===== config.mk =====
export PLATFORM = sky130hd
export DESIGN_NAME = flash_clk_gen
export DESIGN_NICKNAME = d
export VERILOG_FILES = /design/src/rtl/flash_clk_pkg.sv /design/src/rtl/flash_clk_chan.sv /design/src/rtl/flash_clk_gen.sv
export SDC_FILE = /design/constraint.sdc
export NUM_CORES = 1
export LEC_CHECK = 0
export BUFFER_PORTS_ARGS = -buffer_cell sky130_fd_sc_hd__clkbuf_2
export CAP_MARGIN = 20
export CORE_ASPECT_RATIO = 1.4
export CORE_MARGIN = 10
export CORE_UTILIZATION = 45
export CTS_CLUSTER_DIAMETER = 150
export DETAILED_ROUTE_END_ITERATION = 6
export HOLD_SLACK_MARGIN = 0.12
export PLACE_DENSITY = 0.64
export SLEW_MARGIN = 0
export SYNTH_ARGS = -nofsm -noshare
export SYNTH_HDL_FRONTEND = slang
export SYNTH_SLANG_ARGS = --single-unit

===== constraint.sdc =====
create_clock -name clk -period 13.8 [get_ports clk]
set_clock_uncertainty 0.05 [all_clocks]
set_input_delay 1.38 -clock clk [delete_from_list [all_inputs] [get_ports clk]]
set_output_delay 1.38 -clock clk [all_outputs]
set_load 0.005 [all_outputs]

===== src/rtl/flash_clk_pkg.sv =====
// Shared types and helpers for the flash clock generator: per-channel
// configuration record, reset defaults and the accept-time coercion.
package flash_clk_pkg;

  localparam int CFG_W          = 8;
  localparam int PKG_DEF_PERIOD = 10;
  localparam int PKG_DEF_HIGH   = 5;

  localparam logic [CFG_W-1:0] PERIOD_MIN = CFG_W'(2);
  localparam logic [CFG_W-1:0] CNT_ONE    = CFG_W'(1);

  typedef struct packed {
    logic [CFG_W-1:0] period;
    logic [CFG_W-1:0] high;
    logic [CFG_W-1:0] phase;
  } chan_cfg_t;

  // Period below 2 cannot produce a wave; a phase outside the period would
  // let the counter run past period-1, so it restarts from 0 instead.
  function automatic chan_cfg_t cfg_sanitize(input logic [CFG_W-1:0] period,
                                             input logic [CFG_W-1:0] high,
                                             input logic [CFG_W-1:0] phase);
    chan_cfg_t c;
    c.period = (period < PERIOD_MIN) ? PERIOD_MIN : period;
    c.high   = high;
    c.phase  = (phase >= c.period) ? '0 : phase;
    return c;
  endfunction

endpackage


===== src/rtl/flash_clk_chan.sv =====
// One flash clock channel: period counter, active and shadow configuration,
// registered clock output and edge strobes.
module flash_clk_chan
  import flash_clk_pkg::*;
#(
  parameter int DEF_PERIOD = PKG_DEF_PERIOD,
  parameter int DEF_HIGH   = PKG_DEF_HIGH
) (
  input  logic      clk,
  input  logic      reset,
  input  logic      enable,
  input  logic      sync_restart,
  input  logic      cfg_we,
  input  chan_cfg_t cfg_in,
  output logic      pending,
  output logic      flash_clk,
  output logic      rise_stb,
  output logic      fall_stb
);

  localparam chan_cfg_t DEF_CFG = '{period: CFG_W'(DEF_PERIOD),
                                    high:   CFG_W'(DEF_HIGH),
                                    phase:  '0};

  logic [CFG_W-1:0] cnt_q, cnt_d;
  chan_cfg_t        act_q, act_d;
  chan_cfg_t        shd_q, shd_d;
  logic             pend_d, out_d, rise_d, fall_d;
  logic             wrap, next_out;

  assign wrap     = (cnt_q == (act_q.period - CNT_ONE));
  assign next_out = (cnt_q < act_q.high);

  always_comb begin
    cnt_d  = cnt_q;
    act_d  = act_q;
    shd_d  = shd_q;
    pend_d = pending;
    out_d  = flash_clk;
    rise_d = 1'b0;
    fall_d = 1'b0;
    if (sync_restart) begin
      if (pending) begin
        act_d  = shd_q;
        pend_d = 1'b0;
      end
      cnt_d  = act_d.phase;
      out_d  = 1'b0;
      fall_d = flash_clk;
    end else if (!enable) begin
      // An idle channel has no period to finish, so a pending cfg lands now.
      if (pending) begin
        act_d  = shd_q;
        pend_d = 1'b0;
      end
      cnt_d = act_d.phase;
      out_d = 1'b0;
    end else begin
      cnt_d  = wrap ? '0 : (cnt_q + CNT_ONE);
      out_d  = next_out;
      rise_d = !flash_clk && next_out;
      fall_d = flash_clk && !next_out;
      if (wrap && pending) begin
        act_d  = shd_q;
        pend_d = 1'b0;
      end
    end
    // The top only grants a write while nothing is pending, so this never
    // races with an apply above; a write on a boundary waits for the next one.
    if (cfg_we) begin
      shd_d  = cfg_in;
      pend_d = 1'b1;
    end
  end

  always_ff @(posedge clk or posedge reset) begin
    if (reset) begin
      cnt_q     <= '0;
      act_q     <= DEF_CFG;
      shd_q     <= DEF_CFG;
      pending   <= 1'b0;
      flash_clk <= 1'b0;
      rise_stb  <= 1'b0;
      fall_stb  <= 1'b0;
    end else begin
      cnt_q     <= cnt_d;
      act_q     <= act_d;
      shd_q     <= shd_d;
      pending   <= pend_d;
      flash_clk <= out_d;
      rise_stb  <= rise_d;
      fall_stb  <= fall_d;
    end
  end

endmodule


===== src/rtl/flash_clk_gen.sv =====
// Multi-channel programmable flash clock generator: decodes configuration
// writes to per-channel shadow registers and fans out enable/sync.
module flash_clk_gen
  import flash_clk_pkg::*;
#(
  parameter int N_CH       = 4,
  parameter int CNT_W      = CFG_W,
  parameter int DEF_PERIOD = PKG_DEF_PERIOD,
  parameter int DEF_HIGH   = PKG_DEF_HIGH,
  // One spare code above the channel range so an out-of-range target is
  // representable and can be refused.
  parameter int CH_W       = $clog2(N_CH + 1)
) (
  input  logic             clk,
  input  logic             reset,
  input  logic [N_CH-1:0]  enable,
  input  logic             sync_restart,
  input  logic             cfg_valid,
  output logic             cfg_ready,
  input  logic [CH_W-1:0]  cfg_ch,
  input  logic [CNT_W-1:0] cfg_period,
  input  logic [CNT_W-1:0] cfg_high,
  input  logic [CNT_W-1:0] cfg_phase,
  output logic [N_CH-1:0]  cfg_pending,
  output logic [N_CH-1:0]  flash_clk,
  output logic [N_CH-1:0]  rise_stb,
  output logic [N_CH-1:0]  fall_stb
);

  // Handshake: a write transfers on a clock edge where cfg_valid and
  // cfg_ready are both high. cfg_ready depends only on cfg_ch and the
  // target's pending flag (never on cfg_valid); it is low for a channel
  // whose shadow still waits for a boundary and for any cfg_ch >= N_CH.
  logic [N_CH-1:0] cfg_we;
  chan_cfg_t       cfg_new;

  assign cfg_new = cfg_sanitize(cfg_period, cfg_high, cfg_phase);

  always_comb begin
    cfg_ready = 1'b0;
    for (int i = 0; i < N_CH; i++) begin
      if (cfg_ch == CH_W'(i)) cfg_ready = !cfg_pending[i];
    end
  end

  always_comb begin
    cfg_we = '0;
    for (int i = 0; i < N_CH; i++) begin
      cfg_we[i] = cfg_valid && cfg_ready && (cfg_ch == CH_W'(i));
    end
  end

  for (genvar g = 0; g < N_CH; g++) begin : g_chan
    flash_clk_chan #(
      .DEF_PERIOD (DEF_PERIOD),
      .DEF_HIGH   (DEF_HIGH)
    ) u_chan (
      .clk          (clk),
      .reset        (reset),
      .enable       (enable[g]),
      .sync_restart (sync_restart),
      .cfg_we       (cfg_we[g]),
      .cfg_in       (cfg_new),
      .pending      (cfg_pending[g]),
      .flash_clk    (flash_clk[g]),
      .rise_stb     (rise_stb[g]),
      .fall_stb     (fall_stb[g])
    );
  end

endmodule


-- Yosys cells after proc, flatten, opt, wreduce, memory -nomap -nowiden
Index checks and enable logic that the tools add are counted.
- latch bits: 0
- output and inout bits: 17
- bits in writable memories: 0
- word-level logic and storage cells: 177
- register bits: 240
- ROM bits: 0
- memories kept: 0
- reduce and logical (&&, ||, !) cells: 30
- multipliers: 0
- bitwise gates (word level): 0
- div/mod/pow operators: 0
- add/subtract/negate cells: 8
- shifts and indexed selects: 0
- equal/unequal tests: 15
- $lt $le $gt $ge: 6
- mux-type cells: 74
- operator list (cell ; number):
    two-way mux 24 bit ; 16
    two-way mux 8 bit ; 14
    two-way mux 1 bit ; 44
    adder 8 x 1 -> 8 bit (second input constant) ; 4
    equality test 8 bit ; 4
    less-than comparator 8 bit ; 4
    subtractor 8 x 1 -> 8 bit (second input constant) ; 4
    logical AND 1 bit ; 17
    != test 4 x 1 -> 1 bit (second input constant) ; 4
    logical NOT 1 bit ; 12
    != test 3 x 1 -> 1 bit (second input constant) ; 4
    greater-or-equal comparator 8 bit ; 1
    less-than comparator 8 x 2 -> 1 bit (second input constant) ; 1
    equality test 3 x 2 -> 1 bit (second input constant) ; 2
    equality test 3 x 1 -> 1 bit (second input constant) ; 1
    logical NOT 3 bit ; 1

-- Depth between registers and ports, before layout
Gate-level depths: netlist of the first run.
- word-level depth: 8
- gate-level depth with buffers: 11
- mapped depth without buffers: 11

-- Modules after synthesis
From an unflattened synthesis of the first run, not the netlist that was laid out.
- cells, all modules: 1009
- area total of the unflattened synthesis: 12095.4 um2
- by module, submodules not included (module ; area each (um2) ; instances ; sequential area each (um2) ; cells each):
    flash_clk_chan ; 2916.5 ; 4 ; 1511.4 ; 237
    flash_clk_gen ; 429.2 ; 1 ; 0.0 ; 61

-- Worst setup path before layout of the first run
No wires, ideal clock.
- path type: input to register
- start point: in cfg_period[4]
- end point: reg g_chan[3].u_chan.shd_q[4] in the netlist's numbering
- data required time: 13684 ps
- stages on the path: 11
- setup slack: 10015 ps
- library setup time: 66 ps
- arrival time: 3668 ps
- cell sequence: nor4_1 -> nand2_1 -> o21ai_0 -> inv_1 -> ha_1 -> nand2b_1 -> a21o_1 -> a21o_1 -> a211o_1 -> a21boi_0 -> mux2_2
- RTL lines (what ; line ; RTL):
    start: declaration ; flash_clk_gen.sv:21 ; input logic [CNT_W-1:0] cfg_period,
    end signal: assignment ; flash_clk_chan.sv:80 ; shd_q <= DEF_CFG;
    end signal: assignment ; flash_clk_chan.sv:88 ; shd_q <= shd_d;
    end: declaration ; flash_clk_chan.sv:27 ; chan_cfg_t shd_q, shd_d;

==> results of run 1 <==
## routing by layer
layer / GRT usage (%) / share of wire (%)
met1: 20.5 / 43
met2: 28.4 / 51
met3: 1.91 / 3.7
met4: 4.86 / 2.6
met5: 0 / 0
## Yosys cell counts (all sizes together), types with 17 or more instances
| master | instances | area share (%) |
|---|---|---|
| dfrtp | 208 | 44 |
| nand2 | 35 | 1.1 |
| xnor2 | 25 | 1.9 |
| buf | 29 | 1.8 |
| nand2b | 17 | 0.90 |
| dfstp | 32 | 7.1 |
| nor2 | 18 | 0.57 |
| nand3 | 20 | 0.85 |
| inv | 51 | 1.6 |
| mux2i | 34 | 2.9 |
| o22ai | 31 | 1.6 |
| ha | 44 | 4.7 |
| mux2 | 165 | 16 |
| o21ai | 38 | 1.8 |
| xor2 | 36 | 2.7 |
| clkbuf | 24 | 0.76 |
## layout make-up
type	instances	area (µm²)	share of cell area [%]
tap	324	405	3.08
clock inverter	9	151	1.15
antenna	1	2.50	0.0190
clock buffer	35	733	5.58
sequential	240	6050	46.0
timing repair buffer	61	350	2.66
multi-input combinational	604	5260	40.0
inverter	51	199	1.51
## sequential cells by signal, summed over array words and instances (netlist names)
signal and cells:
g_chan.u_chan.act_q 96, g_chan.u_chan.shd_q 96, g_chan.u_chan.cnt_q 32, g_chan.u_chan.fall_stb 4, g_chan.u_chan.flash_clk 4, g_chan.u_chan.pending 4, g_chan.u_chan.rise_stb 4
## power breakdown
group / internal (W) / total (W) / switching (W)
logic: 0.000436 / 0.000792 / 0.000356
clock network: 0.000444 / 0.000718 / 0.000274
registers: 0.000963 / 0.00120 / 0.000236
## through the flow
| step | util, % | worst slack, ns | power, W |
|---|---|---|---|
| finish | 50.6 | 9.91 | 0.00271 |
| global route | 50.5 | 9.61 | 0.00290 |
| CTS | 50.5 | 9.92 | 0.00274 |
| detailed placement | 47.1 | 9.39 | 0.00201 |
| global placement | 47.0 | 9.53 | 0.00198 |
| floorplan | - | 5.83 | 0.00180 |
## worst max-delay path, cell delays in order
cell and delay, ns:
clkbuf_2 0.10, nor4_1 0.40, nand2_1 0.09, o21ai_0 0.42
inv_1 0.10, ha_1 0.28, nand2b_1 0.14, a21o_1 0.17
a21o_1 0.17, a211o_1 0.38, a21boi_0 0.42, mux2_2 0.24
## worst min path at each step
stage                     cells after the start                  startpoint  slack (ns)                    endpoint
after detailed placement                      2  g_chan[0].u_chan.shd_q[20]        0.42  g_chan[0].u_chan.shd_q[20]
after floorplan                               2  g_chan[0].u_chan.shd_q[16]        0.39  g_chan[0].u_chan.shd_q[16]
after global placement                        2  g_chan[0].u_chan.shd_q[18]        0.41  g_chan[0].u_chan.shd_q[18]
after global routing                          1  g_chan[1].u_chan.shd_q[12]        0.46  g_chan[1].u_chan.act_q[12]
after CTS                                     2  g_chan[1].u_chan.shd_q[23]        0.43  g_chan[1].u_chan.shd_q[23]
final                                         2  g_chan[2].u_chan.shd_q[23]        0.43  g_chan[2].u_chan.shd_q[23]
## placed cells by master (no fill, tap or decap), drive strengths merged, types with 14 or more instances in the layout
cell type,synthesis,layout
a21oi,15,15
clkbuf,24,86
dfrtp,208,208
dfstp,32,32
ha,44,44
inv,51,52
mux2,165,165
mux2i,34,34
nand2,35,35
nand2b,17,17
nand3,20,20
nor2,18,18
nor3,14,14
o21ai,38,38
o22ai,31,31
xnor2,25,25
xor2,36,36
## kinds of logic (layout without fill, tap and decap cells)
kind of cell / count (synthesis) / in the layout / share of synthesized area [%]
adders and majority gates: 44 / 44 / 4.67
xor gates and xnor gates: 61 / 61 / 4.53
DFF: 240 / 240 / 51.3
and+or+nand+nor: 155 / 155 / 7.01
muxes: 200 / 200 / 19.4
other: 0 / 1 / 0
buffers and inverters: 104 / 156 / 4.17
AOI/OAI and AO/OA: 144 / 144 / 8.94
==> results.yml, run 1 <==
run_status:
  status: "finished clean"
pwr:
  p_leak_nw: 6.02
  ir_drop_mv: 0.119
  p_per_area_mw_per_mm2: 206
synthesis:
  seq_area_frac_synth_pct: 51.3
  synth-edff-count: 0
  synth_ff_type: "dfrtp_1"
  synth_seq_cells: 240
  synth_cell_types: 61
  yosysWarnings: 0
  synth_nets: 1027
  synthCells: 948
  syn_area_mm2: 0.0118
  async_reset_ff_share_pct: 100
  synth.avg_cell_area_um2: 12.4
detailed_routing:
  drtIter0Drc: 366
  vias: 7215
  post-route-drc-count: 0
  post_drt_via_cell_ratio: 5.45
  dr.pass1.iters: 4
  ant_nets: 0
  wl_mm: 26.4
  wl_per_cell_um: 19.9
sta:
  rsz0062_at_grt: "false"
  finalSetupViolations: 0
  hold_violations: 0
  holdWs_ns: 0.431
  finalCritPeriodShare_pct: 28.2
  slew_headroom_pct: 28.6
  tightest_slew_ns: 1.07
  period_minus_slack_ns: 3.89
  maxSlewViolCount: 0
  finalSetupTns_ns: 0
  max_freq_mhz: 257
placed_design:
  placed_cells: 1280
  dpl.hpwl_mm: 18.7
  gp_congestion: 0.810
  io_buffers: 51
  post_dp_cell_area_mm2: 0.0123
die:
  die-area_mm2: 0.0332
  fp.dieH_um: 212
  rows: 70
  start_util_pct: 45.3
  die_w_um: 157
  core-area_mm2: 0.0260
  pin_count: 52
global_route:
  antenna_found_initial: 1
  grt_pass1_wl_mm: 42.4
  grtUsageTotal_pct: 16.3
  grt_max_degree: 97
  grt_overflow: 0
  grt_pass1_vias: 7537
clocking:
  clkSinkCount: 240
  cts_buffers: 24
  clk_latency_ns: 0.51
  clk_pin_slew_ns: 0.06
  hold_buffers: 0
  htree_levels: 1
  clockBufferDepth: 3
  cts_tree: "done"
  post_cts_buffers: 0
  clock-root-buffer: "clkbuf_16"
  cts_resized: 0
worst_setup_path:
  worst_setup_path_end_kind: "flop"
  crit_path_start_kind: "primary input"
  ff2ff_path_depth: 9
  path_class: "primary input to flop"
  r2r_end: "g_chan[0].u_chan.act_q[6]"
  r2r-start: "g_chan[0].u_chan.act_q[17]"
  startpoint: "cfg_period[4]"
  crit_required_ns: 14.20
  critical_path_arrival_ns: 4.30
  crit_fanout: 8
  worstSetupEndpoint: "g_chan[0].u_chan.shd_q[5]"
  r2r_setup_slack_ns: 10.81
finish:
  num-fill-cells: 2226
  post_route_cells_drive_above_1_share_pct: 32.0
  layout.nets: 1061
  final_cells: 1325
  stdcell_area_mm2: 0.0132
  area_growth_pct: 11.5
run:
  cap_viol_max_count: 0
worst_hold_path:
  min_path_type: "flop to flop"
Power figures use the tool's default switching activity.
==> run 2: changes to the inputs <==
Settings changed: PLACE_DENSITY 0.64 to 0.67.
Clock period 13.8 ns to 3.35 ns, I/O delays scaled along.
==> run 2 against run 1 <==
- clock power rose to 3.9 times the previous value
- combinational power rose to 4.2 times the previous value
- sequential power rose to 4.1 times the previous value
- highest routed layer is now met5
- critical endpoint is now g_chan[2].u_chan.shd_q[3]
- routed wire length up 0.19%
- count of clock-buffer cells in the layout down 4
==> results.yml, run 2 (synthesized netlist as in run 1, its figures left out) <==
run_status:
  status: "finished clean"
finish:
  num-fill-cells: 2200
  layout.nets: 1082
  layout_common_cells: "dfrtp_1, mux2_2, clkbuf_2"
  multi_input_area_mm2: 0.00526
  area_growth_pct: 12.7
  post_route_cells_drive_above_1_share_pct: 32.5
  top_regs: "g_chan.u_chan.act_q (96), g_chan.u_chan.shd_q (96), g_chan.u_chan.cnt_q (32)"
  seq_area_mm2: 0.00605
  final_cells: 1344
  antennaDiodeCount: 0
  final_common_cell: "dfrtp_1"
clocking:
  clk_pin_slew_ns: 0.07
  htree_levels: 1
  cts_resized: 0
  post_cts_buffers: 0
  cts_tree: "done"
  clk_latency_ns: 0.51
  cts_buffers: 23
  clkSinkCount: 240
  hold_buffers: 9
  clock-root-buffer: "clkbuf_16"
  clockBufferDepth: 3
detailed_routing:
  ant_nets: 0
  vias: 7324
  wl_mm: 26.4
  drtIter0Drc: 357
  post_drt_via_cell_ratio: 5.45
  wl_per_cell_um: 19.7
  post-route-drc-count: 0
  dr.pass1.iters: 4
sta:
  finalSetupViolations: 0
  rsz0062_at_grt: "false"
  hold_violations: 0
  slew_headroom_pct: 31.2
  maxSlewViolCount: 0
  max_freq_mhz: 321
  holdWs_ns: 0.126
  tightest_slew_ns: 1.03
  finalCritPeriodShare_pct: 93.0
  period_minus_slack_ns: 3.12
die:
  start_util_pct: 45.3
  die_w_um: 157
  fp.dieH_um: 212
  rows: 70
  die-area_mm2: 0.0332
  pin_count: 52
  core-area_mm2: 0.0260
global_route:
  grt_pass1_vias: 7672
  grtUsageTotal_pct: 16.3
  grt_overflow: 0
  grt_pass1_wl_mm: 42.6
  antenna_found_initial: 1
  grt_max_degree: 87
worst_hold_path:
  hold_depth: 3
  hold_start: "enable[1]"
  min_path_type: "primary input to flop"
  min_to: "g_chan[1].u_chan.flash_clk"
worst_setup_path:
  worst_setup_path_end_kind: "flop"
  crit_required_ns: 3.75
  cpMaxStageDelayCell: "dlygate4sd3_1"
  critical_path_arrival_ns: 3.51
  ff2ff_path_depth: 9
  r2r_setup_slack_ns: 0.49
  path_class: "primary input to flop"
  r2r-start: "g_chan[2].u_chan.act_q[17]"
  crit_path_start_kind: "primary input"
  cp_cell_sequence: "dlygate4sd3_1 > clkbuf_2 > nor4_1 > nand2_1 > o21ai_0 > inv_1 > ha_1 > nand2b_1 > a21o_1 > a21o_1 > a211o_1 > a21boi_0 > mux2_2"
  critPathBufInv: 3
  crit_fanout: 8
  critPathMaxStageDelay_ns: 0.54
  startpoint: "cfg_period[4]"
  path_delay_family: "compound AO/OA/AOI/OAI gates"
  critPathMostFrequentCell: "a21o_1"
  r2r_end: "g_chan[2].u_chan.act_q[14]"
pwr:
  p_leak_nw: 6.09
  p_per_area_mw_per_mm2: 831
  finalPower_w: 0.0110
  ir_drop_mv: 0.483
placed_design:
  placed_cells: 1293
  dpl.hpwl_mm: 18.8
  io_buffers: 51
  gp_congestion: 0.839
run:
  cap_viol_max_count: 0
## run 2: cell types whose count changed in the layout (fill, tap and decap cells not counted), moves of 2 or more
cell	previous run	this run
inv_8	2	0
buf_4	9	20
clkbuf_16	25	23
dlygate4sd3_1	0	9
clkinvlp_4	0	3
buf_12	0	3
## run 2: area by class of cell
type	count	area share [%]
timing repair buffer	83	4.18
multi-input combinational	604	39.6
sequential	240	45.5
inverter	51	1.47
clock buffer	31	5.01
tap	324	3.05
clock inverter	11	1.23
## run 2: routing by layer
| layer | GRT usage (%) | routed length, µm | vias up |
|---|---|---|---|
| met5 | 0 | 20 | - |
| met4 | 5.87 | 836 | 2 |
| met2 | 28.4 | 13400 | 108 |
| met3 | 2.48 | 903 | 40 |
| met1 | 19.8 | 11200 | 3712 |
| li1 | - | - | 3462 |
## run 2: metrics by stage
stage	cell area [µm²]	utilization, %	TNS, ns	setup slack, ns
finish	13300	51.1	0	0.233
global route	13300	51.1	0	0.0246
CTS	13300	51.1	0	0.257
detailed placement	12400	47.6	0	0.308
global placement	12400	47.6	0	0.363
floorplan	11800	-	-32.59	-0.157
## run 2: worst max-delay path by stage
stage	end	cells past startpoint	slack [ns]
floorplan	g_chan[0].u_chan.act_q[0]	1	-0.16
global placement	g_chan[1].u_chan.shd_q[6]	12	0.36
detailed placement	g_chan[2].u_chan.shd_q[1]	12	0.31
CTS	g_chan[2].u_chan.shd_q[3]	13	0.26
global route	g_chan[2].u_chan.shd_q[5]	13	0.02
finish	g_chan[2].u_chan.shd_q[3]	13	0.23
## run 2: power by group
part / switching, W / total (W) / internal (W)
clock: 0.00112 / 0.00283 / 0.00171
sequential: 0.000964 / 0.00493 / 0.00397
combinational: 0.00147 / 0.00329 / 0.00181
total: 0.00356 / 0.0110 / 0.00749
## run 2: tightest hold or removal path, cell delays in order
cell and delay (ns):
clkbuf_2 0.10, nand2b_1 0.15, nor2_1 0.06
